$ cat config.mk
export PLATFORM = sky130hd
export DESIGN_NAME = freq_edge_counter
export DESIGN_NICKNAME = d
export VERILOG_FILES = /design/src/rtl/freq_counter_pkg.sv /design/src/rtl/edge_sync_detect.sv /design/src/rtl/freq_edge_counter.sv
export SDC_FILE = /design/constraint.sdc
export NUM_CORES = 1
export LEC_CHECK = 0
export BUFFER_PORTS_ARGS = -buffer_cell sky130_fd_sc_hd__buf_4
export CAP_MARGIN = 20
export CORE_MARGIN = 4
export CORE_UTILIZATION = 28
export DETAILED_ROUTE_END_ITERATION = 12
export PLACE_DENSITY = 0.42
export SYNTH_ARGS = -nofsm -noshare
export SYNTH_HDL_FRONTEND = slang
export SYNTH_SLANG_ARGS = --single-unit
$ cat constraint.sdc
create_clock -name clk -period 2.5 [get_ports clk]
set_input_delay 0.375 -clock clk [delete_from_list [all_inputs] [get_ports clk]]
set_output_delay 0.375 -clock clk [all_outputs]
set_load 0.005 [all_outputs]
$ cat src/rtl/freq_counter_pkg.sv
// freq_counter_pkg: FSM encoding and BCD constants shared by the frequency counter
package freq_counter_pkg;
   localparam int BCD_MAX = 99;
   localparam int DIGIT_W = 4;
   typedef enum logic [1:0] {
      ST_COUNT = 2'd0,
      ST_TENS  = 2'd1,
      ST_LOAD  = 2'd2
   } state_t;
endpackage

$ cat src/rtl/edge_sync_detect.sv
// edge_sync_detect: two-flop synchroniser followed by a registered rising-edge detector
// Ports: clk, reset (sync, active-high), async_in (raw pin),
//        edge_pulse (one-cycle pulse, 3 clk cycles after async_in rises)
module edge_sync_detect (
   input  logic clk,
   input  logic reset,
   input  logic async_in,
   output logic edge_pulse
);
   logic [2:0] sync;
   always_ff @(posedge clk) begin
      if (reset) begin
         sync       <= '0;
         edge_pulse <= 1'b0;
      end else begin
         sync       <= {sync[1:0], async_in};
         edge_pulse <= sync[1] & ~sync[2];
      end
   end
endmodule

$ cat src/rtl/freq_edge_counter.sv
// freq_edge_counter: counts rising edges of an async input per gate window and reports them as two BCD digits
// Ports: clk, reset (sync, active-high), signal (async input), load (one-cycle digit strobe),
//        ten_count/unit_count (BCD digits, saturate at 99), overflow (only with FREQ_OVERFLOW_EN)
// Define FREQ_OVERFLOW_EN to add the overflow output flagging windows with more than 99 edges.
module freq_edge_counter
   import freq_counter_pkg::*;
#(
   parameter int UPDATE_PERIOD = 1200
) (
   input  logic               clk,
   input  logic               reset,
   input  logic               signal,
   output logic               load,
   output logic [DIGIT_W-1:0] ten_count,
   output logic [DIGIT_W-1:0] unit_count
`ifdef FREQ_OVERFLOW_EN
   ,
   output logic               overflow
`endif
);
   localparam int EDGE_W  = $clog2(UPDATE_PERIOD + 1);
   localparam int TIMER_W = $clog2(UPDATE_PERIOD);
   localparam int WORK_W  = $clog2(BCD_MAX + 1);
   state_t state, state_next;
   logic [TIMER_W-1:0] timer;
   logic [EDGE_W-1:0]  edge_count, count_incl;
   logic [WORK_W-1:0]  work;
   logic [DIGIT_W-1:0] tens_acc;
   logic edge_pulse, window_end, over, take, done;
   edge_sync_detect u_sync (
      .clk(clk),
      .reset(reset),
      .async_in(signal),
      .edge_pulse(edge_pulse)
   );
   // a pulse landing in the window-end cycle still belongs to the closing window
   assign window_end = timer == TIMER_W'(UPDATE_PERIOD - 1);
   assign count_incl = edge_count + EDGE_W'(edge_pulse);
   assign over       = 32'(count_incl) > BCD_MAX;
   assign take       = state == ST_COUNT && window_end;
   assign done       = state == ST_TENS && work < WORK_W'(10);
   always_ff @(posedge clk) begin
      if (reset) state <= ST_COUNT;
      else       state <= state_next;
   end
   always_comb begin
      state_next = state;
      load       = 1'b0;
      case (state)
         ST_COUNT: state_next = window_end ? ST_TENS : ST_COUNT;
         ST_TENS:  state_next = done ? ST_LOAD : ST_TENS;
         ST_LOAD: begin
            load       = 1'b1;
            state_next = ST_COUNT;
         end
         default:  state_next = ST_COUNT;
      endcase
   end
   // conversion runs on the snapshot in work, so counting continues undisturbed
   always_ff @(posedge clk) begin
      if (reset) begin
         timer      <= '0;
         edge_count <= '0;
         work       <= '0;
         tens_acc   <= '0;
         ten_count  <= '0;
         unit_count <= '0;
      end else begin
         timer      <= window_end ? '0 : timer + TIMER_W'(1);
         edge_count <= window_end ? '0 : count_incl;
         if (take) begin
            work     <= over ? WORK_W'(BCD_MAX) : WORK_W'(count_incl);
            tens_acc <= '0;
         end else if (done) begin
            ten_count  <= tens_acc;
            unit_count <= work[DIGIT_W-1:0];
         end else if (state == ST_TENS) begin
            work     <= work - WORK_W'(10);
            tens_acc <= tens_acc + DIGIT_W'(1);
         end
      end
   end
`ifdef FREQ_OVERFLOW_EN
   logic over_snap;
   always_ff @(posedge clk) begin
      if (reset) begin
         over_snap <= 1'b0;
         overflow  <= 1'b0;
      end else if (take) begin
         over_snap <= over;
      end else if (done) begin
         overflow  <= over_snap;
      end
   end
`endif
endmodule
==> out/qor.csv <==
stage,metric,value,unit
sta,finalHoldViolations,0,
routing,antenna_left,0,
cells_and_area,n_antenna_cell,0,
power_and_ir_drop,clockPowerShare,38.0,%
routing,drc,0,
routing,num_vias,1571,
floorplanning,core-area,7292,um2
routing,routed_wl,4.105,mm
global_routing,grt_remaining_overflow,0,
worst_setup_path,endpoint_kind,flip-flop,
sta,rsz0062_at_grt,no,
min_path,worstHoldPathType,in -> reg,
yosys,synth_top_area_share,44.47,%
floorplanning,die_y,94.93,um
global_routing,grt_max_degree,24,
cells_and_area,syn2layout_area_growth,13.25,%
cts,root_buffer,clkbuf_8,
cells_and_area,finish.utilization,32.86,%
floorplanning,row_count,31,
routing,wl_per_cell,11.80,um
cells_and_area,multi_input_area,1111,um2
floorplanning,die-area,9011,um2
sta,fmax,437.2,MHz
global_routing,grt_usage,10.09,%
sta,whs,0.2688,ns
power_and_ir_drop,seqPwrFrac,59.7,%
placement,hpwl,2.982,mm
cells_and_area,fin_nets,256,
power_and_ir_drop,ir_worst_vdd,0.2739,mV
power_and_ir_drop,p_switching,0.3058,mW
global_routing,grt_antenna_before_repair,0,
cts,cts_setup_buffers,0,
power_and_ir_drop,leakage,0.8694,nW
routing,viasPerCell,4.514,
yosys,synth-seq-cells,47,
power_and_ir_drop,p_sw_share,24.03,%
cts,cts_sinks,47,
worst_setup_path,path_class,reg -> reg,
yosys,yosys-top-cells-count,"nor2_1 (53), dfxtp_1 (47), xnor2_1 (17)",
sta,final_max_slew_viol_count,0,
cts,tritoncts,built,
yosys,ys.warnings.count,0,
sta,worst_pin_slew,0.5879,ns
cells_and_area,seqCellArea,940.9,um2
yosys,ys_types,46,
cts,insertion_delay,0.31,ns
global_routing,first_global_vias,1517,
floorplanning,io_pins,12,
yosys,synthMostInstantiatedCell,nor2_1,
power_and_ir_drop,internal_power,0.9666,mW
sta,setup_viol,0,
worst_setup_path,start_kind,flip-flop,
worst_setup_path,worst-endpoint-required,2.70,ns
yosys,syn-cell-area,2116,um2
power_and_ir_drop,p_comb_share,2.4,%
sta,finClkSkew,0.006789,ns
yosys,seq_area_frac_synth,44.47,%
sta,tns,0,ns
cts,clockBufferDepth,2,
sta,min_period_over_period,91.49,%
placement,io_buffers,11,
yosys,synth_cells,236,
floorplanning,die_width,94.93,um
yosys,synth-main-ff-cell,dfxtp_1,
cts,clkSlewWorstSetupHoldPaths,0.10,ns
worst_setup_path,critPathMaxFanout,7,
cts,cts_max_level,2,
cts,cts-resized-gates,0,
routing,drt_iter0_drc,35,
sta,relSlewSlack,60.69,%
placement,gp_congestion,0.7644,
cts,numCtsBuffers,5,
power_and_ir_drop,p_per_area,531.0,nW/um2
cells_and_area,fillers,810,
global_routing,grt_pass1_wl,7.141,mm
yosys,synth-edff-count,0,
yosys,synth_fp_nets,244,
routing,dr.pass1.iters,4,
yosys,syn_area_per_cell,8.965,um2
cells_and_area,drive_above_1_share,10.84,%
outcome,status,completed,
sta,min_period,2.287,ns
worst_setup_path,arrival,2.49,ns
yosys,synth_top_area_cell,dfxtp_1,
flow_run,drv_cap,0,
cts,hold_buffers,0,
yosys,async_flop_share,0,%
yosys,yosys-top-cells-area,"dfxtp_1 (44%), nor2_1 (9.4%), xnor2_1 (7.0%)",
floorplanning,start_util,29.02,%
## worst max-delay path: stages (launching register included)
cell     delay, ns
dfxtp_1       0.32
ha_1          0.26
ha_1          0.35
a21oi_1       0.09
o211a_1       0.21
or3_1         0.34
a211o_1       0.36
o31a_1        0.26
## registers in the layout, summed over array words and instances (netlist names)
| register | cells |
|---|---|
| unit_count | 4 |
| ten_count | 4 |
| tens_acc | 4 |
| timer | 11 |
| u_sync.edge_pulse | 1 |
| u_sync.sync | 3 |
| work | 7 |
| state | 2 |
| edge_count | 11 |
## layer usage
metal  global-route usage, %  part of all wire [%]  vias to the layer above
li1                        -                     -                      831
met3                   2.629                   2.6                        8
met4                   3.966                   1.6                        0
met5                       0                     0                        -
met1                   13.56                    53                      717
met2                   15.38                    43                       15
## through the flow
stage          setup WS, ns  cells  cell area [um2]  power (mW)
2_1_floorplan        0.4269    236             2116      0.7963
3_3_place_gp         0.2621    340             2303      0.8080
3_5_place_dp         0.2162    340             2303      0.8080
4_1_cts              0.2141    348             2396       1.294
5_1_grt             0.05490    348             2396       1.324
6_report             0.2128    348             2396       1.272
## placed cells by master, fill, tap and decap left out, types with 5 or more instances in the layout
cell type | netlist | routed
clkbuf_8 | 0 | 5
nand4_1 | 5 | 5
a21oi_1 | 5 | 5
mux2i_1 | 9 | 9
inv_1 | 8 | 8
nor2b_1 | 9 | 9
xnor2_1 | 17 | 17
nand2_1 | 10 | 10
nor2_1 | 53 | 53
dfxtp_1 | 47 | 47
xor2_1 | 7 | 7
ha_1 | 5 | 5
nand3_1 | 7 | 7
buf_4 | 0 | 13
## layout make-up
| cell class | count | share of cell area, % |
|---|---|---|
| multi-input combinational | 173 | 46.37 |
| timing repair buffer | 13 | 4.073 |
| clock inverter | 3 | 0.9922 |
| tap | 99 | 5.170 |
| clock buffer | 5 | 2.872 |
| sequential | 47 | 39.27 |
| inverter | 8 | 1.253 |
## logic make-up (layout without fill, tap and decap cells)
kind of cell,count (synthesis),count (layout),synth area share (%)
and+or+nand+nor,108,108,25.37
DFF,47,47,44.47
AOI/OAI and AO/OA,27,27,9.995
xor gates and xnor gates,24,24,9.935
buffers and inverters,16,29,3.016
muxes,9,9,4.258
adders and majority gates,5,5,2.957
## path summary, 6_finish.rpt
kind / startpoint / endpoint / slack (ns) / cells after the start
setup / recovery: edge_count[0] / work[1] / 0.21 / 7
hold / removal: signal / u_sync.sync[0] / 0.27 / 2
setup reg to reg: edge_count[0] / work[1] / 0.21 / 7
hold reg to reg: u_sync.sync[2] / u_sync.edge_pulse / 0.40 / 1
## power by group through the flow
stage	clock, mW	sequential, mW	combinational [mW]
final	0.483	0.759	0.0302
after global routing	0.528	0.761	0.0349
after CTS	0.503	0.760	0.0311
after detailed placement	0	0.777	0.0310
after global placement	0	0.777	0.0313
after floorplan	0	0.776	0.0204
Power figures use the tool's default switching activity.
